[src/rtl/m31_pkg.sv]
// Shared M31 field constants, operand type and the dot-accumulator FSM encoding.
package m31_pkg;

    localparam logic [30:0] M31_P          = 31'h7FFFFFFF;
    localparam int          M31_WIDTH      = 31;
    localparam int          M31_PROD_WIDTH = 62;

    typedef bit [M31_WIDTH-1:0] m31_t;

    typedef enum logic [1:0] {
        IDLE  = 2'd0,
        ACCUM = 2'd1,
        DRAIN = 2'd2,
        HOLD  = 2'd3
    } acc_state_e;

endpackage

[src/rtl/m31_wide_mul.sv]
// Registered 31x31 -> 62-bit exact multiplier, one cycle latency, valid/last sideband.
module m31_wide_mul
    import m31_pkg::*;
(
    input  logic                      clk,
    input  logic                      rst_n,
    input  logic                      valid_i,
    input  logic                      last_i,
    input  m31_t                      a_i,
    input  m31_t                      b_i,
    output logic                      valid_o,
    output logic                      last_o,
    output logic [M31_PROD_WIDTH-1:0] prod_o
);

    logic                      valid_q;
    logic                      last_q;
    logic [M31_PROD_WIDTH-1:0] prod_q;
    logic [M31_PROD_WIDTH-1:0] prod_d;

    assign prod_d = M31_PROD_WIDTH'(a_i) * M31_PROD_WIDTH'(b_i);

    // Product only loads on an accepted beat so idle cycles leave stage 1 untouched.
    always_ff @(posedge clk or negedge rst_n) begin
        if (!rst_n) begin
            valid_q <= 1'b0;
            last_q  <= 1'b0;
            prod_q  <= '0;
        end else begin
            valid_q <= valid_i;
            if (valid_i) begin
                prod_q <= prod_d;
                last_q <= last_i;
            end
        end
    end

    assign valid_o = valid_q;
    assign last_o  = last_q;
    assign prod_o  = prod_q;

endmodule

[src/rtl/m31_dot_accumulator.sv]
// Exact multiply-accumulate over up to MAX_TERMS operand pairs; emits the wide
// unreduced sum for the downstream M31 reducer.
module m31_dot_accumulator
    import m31_pkg::*;
#(
    parameter int MAX_TERMS = 16,
    parameter int ACC_WIDTH = 62 + $clog2(MAX_TERMS)
) (
    input  logic                         clk,
    input  logic                         rst_n,
    input  logic                         in_valid,
    output logic                         in_ready,
    input  logic [30:0]                  in_a,
    input  logic [30:0]                  in_b,
    input  logic                         in_last,
    output logic                         out_valid,
    input  logic                         out_ready,
    output logic [ACC_WIDTH-1:0]         out_data,
    output logic [$clog2(MAX_TERMS):0]   out_count,
    output logic                         out_trunc
);

    localparam int CNT_W = $clog2(MAX_TERMS) + 1;

    acc_state_e                 state_q;
    logic                       in_ready_q;
    logic                       out_valid_q;
    logic [ACC_WIDTH-1:0]       out_data_q;
    logic [CNT_W-1:0]           out_count_q;
    logic                       out_trunc_q;
    logic [CNT_W-1:0]           cnt_q, cnt_d;
    logic                       trunc_q;
    logic                       drain_step_q;
    logic [ACC_WIDTH-1:0]       acc_q, acc_d;
    logic                       acc_fresh_q;

    logic                       accept;
    logic                       end_beat;
    logic                       prod_valid;
    logic                       prod_last;
    logic [M31_PROD_WIDTH-1:0]  prod;

    assign accept   = in_valid && in_ready_q;
    assign end_beat = in_last || (cnt_q == CNT_W'(MAX_TERMS - 1));

    m31_wide_mul u_mul (
        .clk     (clk),
        .rst_n   (rst_n),
        .valid_i (accept),
        .last_i  (end_beat),
        .a_i     (in_a),
        .b_i     (in_b),
        .valid_o (prod_valid),
        .last_o  (prod_last),
        .prod_o  (prod)
    );

    // First product of a vector replaces whatever the previous vector left behind.
    always_comb begin
        cnt_d = cnt_q + CNT_W'(1);
        acc_d = acc_fresh_q ? ACC_WIDTH'(prod) : acc_q + ACC_WIDTH'(prod);
    end

    always_ff @(posedge clk or negedge rst_n) begin
        if (!rst_n) begin
            state_q      <= IDLE;
            in_ready_q   <= 1'b0;
            out_valid_q  <= 1'b0;
            out_data_q   <= '0;
            out_count_q  <= '0;
            out_trunc_q  <= 1'b0;
            cnt_q        <= '0;
            trunc_q      <= 1'b0;
            drain_step_q <= 1'b0;
            acc_q        <= '0;
            acc_fresh_q  <= 1'b1;
        end else begin
            case (state_q)
                IDLE, ACCUM: begin
                    in_ready_q <= 1'b1;
                    if (accept) begin
                        cnt_q   <= cnt_d;
                        state_q <= ACCUM;
                        if (end_beat) begin
                            state_q      <= DRAIN;
                            in_ready_q   <= 1'b0;
                            trunc_q      <= !in_last;
                            drain_step_q <= 1'b0;
                        end
                    end
                end
                DRAIN: begin
                    if (prod_valid && prod_last) begin
                        drain_step_q <= 1'b1;
                    end else if (drain_step_q) begin
                        state_q     <= HOLD;
                        out_valid_q <= 1'b1;
                        out_data_q  <= acc_q;
                        out_count_q <= cnt_q;
                        out_trunc_q <= trunc_q;
                    end
                end
                HOLD: begin
                    if (out_ready) begin
                        state_q     <= IDLE;
                        out_valid_q <= 1'b0;
                        in_ready_q  <= 1'b1;
                        cnt_q       <= '0;
                        trunc_q     <= 1'b0;
                    end
                end
                default: state_q <= IDLE;
            endcase

            if (prod_valid) begin
                acc_q       <= acc_d;
                acc_fresh_q <= 1'b0;
            end
            if (state_q == HOLD && out_ready) begin
                acc_fresh_q <= 1'b1;
            end
        end
    end

    assign in_ready  = in_ready_q;
    assign out_valid = out_valid_q;
    assign out_data  = out_data_q;
    assign out_count = out_count_q;
    assign out_trunc = out_trunc_q;

endmodule

[config.mk]
export PLATFORM = sky130hd
export DESIGN_NAME = m31_dot_accumulator
export DESIGN_NICKNAME = d
export VERILOG_FILES = /design/src/rtl/m31_pkg.sv /design/src/rtl/m31_wide_mul.sv /design/src/rtl/m31_dot_accumulator.sv
export SDC_FILE = /design/constraint.sdc
export NUM_CORES = 2
export LEC_CHECK = 0
export CORE_MARGIN = 8
export CORE_UTILIZATION = 35
export CTS_CLUSTER_SIZE = 25
export DETAILED_ROUTE_END_ITERATION = 6
export MAX_ROUTING_LAYER = met4
export SLEW_MARGIN = 20
export SYNTH_ARGS = -nofsm -noshare
export SYNTH_HDL_FRONTEND = slang
export SYNTH_HIERARCHICAL = 1
export SYNTH_SLANG_ARGS = --single-unit
[constraint.sdc]
create_clock -name clk -period 5.3 [get_ports clk]
set_clock_uncertainty 0.05 [all_clocks]
set_input_delay 0.53 -clock clk [delete_from_list [all_inputs] [get_ports clk]]
set_output_delay 0.53 -clock clk [all_outputs]
set_load 0.05 [all_outputs]
==> results by group <==
Clock tree
  – CTS H-tree lvls: 1
  – CTS tree: yes
  – CTS Hold Bufs: 0
  – Clock slew at reported path FFs: roughly 70 ps
  – Clock Sinks: 214
  – Skew-Pair Late Insertion Delay: 520 ps
  – Root buf cell: clkbuf_16
  – Clk buf depth: 3
  – TritonCTS Buffers: 23

Cells and area
  – Fin cells: 6872
  – Commonest non-fill, non-tap cell in the layout: inv_1
  – Final core utilization: ~46%
  – Area of the multi-input gates: 35790 µm²
  – Final #Nets: 6440
  – Fillers: 11540
  – Layout cells sized above 1: 25.22%
  – Commonest non-fill, non-tap cells in the layout: 770 x inv_1, 757 x fa_1, 546 x nand2_1, 461 x and2_1, 461 x buf_4
  – Seq. cell area: 5364 µm²
  – Synth-to-Final Area Change: 30.34%

Route
  – DR vias/cell: 4.993
  – DR pass1 iterations: 7
  – Starting DRT DRC Count: 2116
  – Via count: 34310
  – DR WL/cell: a little under 20 µm
  – DRC Markers: 0
  – Antenna viol nets, final: 0
  – Routed wire length: 133.8 mm

Synthesis
  – Yosys cell types: 90
  – Ys async rst share: 100.0%
  – Yosys warnings: 6
  – Synth Cell Area: 43160 µm²
  – Largest cells by area after synthesis: fa_1 39%, dfrtp_1 12%, ha_1 9.2%
  – Mapped Cells: 4625
  – Post-synthesis net count: 5849
  – Flop and latch count out of synthesis: 214
  – Share of Yosys cell area claimed by the top area cell type: 38.87%
  – Syn avg cell area: roughly 9.3 µm²
  – Sequential cell area fraction in the yosys report: 12.41%
  – Top_reg_cell synth: dfrtp_1
  – Post-synth top area cell: fa_1
  – Number of synthesized flops with an enable pin: 0

Floorplan
  – Die X: 367.2 µm
  – IO Count: 141
  – Core Rows: between 100 and 150
  – CORE AREA: approximately 120000 µm²
  – Initial Util: 35.09%
  – Die Y-Extent: 367.2 µm
  – Die area: 134800 µm²

Outcome
  – Status: finished, violations left
  – Failing checks: negative hold slack, negative setup slack

Critical path
  – Cell count of the worst reg-to-reg path: 12
  – Worst Path Required: 5660 ps
  – Setup crit end kind: register
  – Startpoint types: input port
  – Critical path peak fanout: 8
  – CP startpoint: in_a[10]
  – RR Endpoint: acc_q[60]$_DFFE_PN0P_
  – Worst R2R Setup Slack: 1160 ps
  – Worst Path Arrival: about 7400 ps
  – R2r startpoint: acc_q[0]$_DFFE_PN0P_
  – CP Capture Point: u_mul/prod_o[55]$_DFFE_PN0P_
  – Crit Path Category: input port to register

Global routing
  – GRT Total Usage: 19.97%
  – Total grt overflow: 0
  – Largest net degree at the start of global routing: 114
  – Initial antenna violation count: 10
  – Vias in the first global route: 36630
  – First-pass GRT wire length: roughly 210 mm

Timing
  – Final worst slack: -1787 ps
  – Final setup violation count: 51
  – Post-layout min period: 7087 ps
  – RSZ-0062 raised after global routing: true
  – Slew headroom: 33.31%
  – Slew @ Worst Pin: 1000 ps
  – Hold WS: -3.740 ps
  – Final hold vios: 1
  – Final period util: 133.7%
  – Max-slew violations: 0
  – Fmax: 0.1411 GHz

Place
  – Inst Count DP: between 6000 and 7000
  – GPL Wtd Cong: 0.9096
  – Post-DP HPWL: roughly 100 mm
  – Pre-CTS setup slack: -2814 ps
  – Port Buffers: 140

Hold path
  – HP Class: input port to asynchronous set/reset pin

Flow run
  – Maxcap violations: 0
## area by class of cell
class,count,area share [%]
multi-input cells,3330,63.63
flip-flops and latches,214,9.536
inverters,812,5.418
clock buffers,33,1.179
diodes,5,0.02224
well taps,1637,3.641
clock inverters,6,0.1134
repair buffers,835,16.46
## sequential cells by signal (all words and copies together) (netlist names)
signal	cells
state_q	2
cnt_q	5
u_mul/valid_o	1
drain_step_q	1
trunc_q	1
in_ready	1
out_trunc	1
u_mul/last_o	1
acc_q	66
out_valid	1
u_mul/prod_o	62
out_count	5
acc_fresh_q	1
out_data	66
## synth_stat cells (all sizes together) (35+ instances only)
master and number:
nor2 142, a21oi 205, ha 319, and2 528, nand2 562, o21ai 87
a21o 75, inv 811, fa 838, buf 35, dfrtp 213, mux2 118
xnor2 66, xor2 48, clkbuf 234
## kinds of logic (layout without fill, tap and decap cells)
| kind of cell | after synthesis | after routing | share of synthesized area, % |
|---|---|---|---|
| adders and majority gates | 1157 | 1157 | 48.12 |
| muxes | 134 | 134 | 3.450 |
| xor gates and xnor gates | 114 | 114 | 2.313 |
| buffers and inverters | 1081 | 1686 | 9.622 |
| and+or+nand+nor | 1384 | 1384 | 16.03 |
| AOI/OAI and AO/OA | 541 | 541 | 8.054 |
| DFF | 214 | 214 | 12.41 |
| other | 0 | 5 | 0 |
## metrics by stage
stage	hold WS, ps	instance area [µm²]	setup TNS [ps]
2_1_floorplan	184.4	43780	-64200
3_3_place_gp	415.8	50340	-119510
3_5_place_dp	418.9	50340	-122920
4_1_cts	18.77	55030	-70690
5_1_grt	44.24	56250	-78030
6_report	-3.740	56250	-70110
## per-layer routing
layer	share of wire [%]	track usage, %
met2	49	32.73
met4	3.4	5.626
met1	42	25.15
met5	0	-
met3	6.5	3.988
## critical path, stage by stage
cell,delay [ps]
buf_12,110
bufbuf_16,270
and2_4,140
fa_1,510
inv_2,40
fa_1,480
inv_2,40
fa_1,540
inv_2,40
fa_1,520
inv_2,40
fa_2,590
fa_1,430
fa_1,510
fa_1,530
ha_4,310
buf_6,100
nand2_4,40
nor2_4,150
nand4bb_4,170
a31o_4,300
o311a_4,320
nor2_4,170
a41oi_2,120
xnor2_1,170
mux2_4,260
## what timing repair did
item / in CTS / in global routing
pin swaps: 241 / 226
setup endpoints to repair: 53 / 53
gates cloned: 46 / 5
gates resized for setup: 634 / 263
setup buffers: 139 / 48
## how the worst min path moves through the flow
stage	endpoint	slack [ps]	cells past startpoint
detailed placement	out_data[59]$_DFFE_PN0P_	420	2
finish	out_data[17]$_DFFE_PN0P_	-4	1
CTS	out_data[17]$_DFFE_PN0P_	20	1
global route	out_data[17]$_DFFE_PN0P_	40	1
global placement	out_data[59]$_DFFE_PN0P_	420	2
floorplan	acc_q[0]$_DFFE_PN0P_	180	0
Power is not shown: default switching activity piles up to over one toggle a cycle in this logic, so the estimate is an artifact.
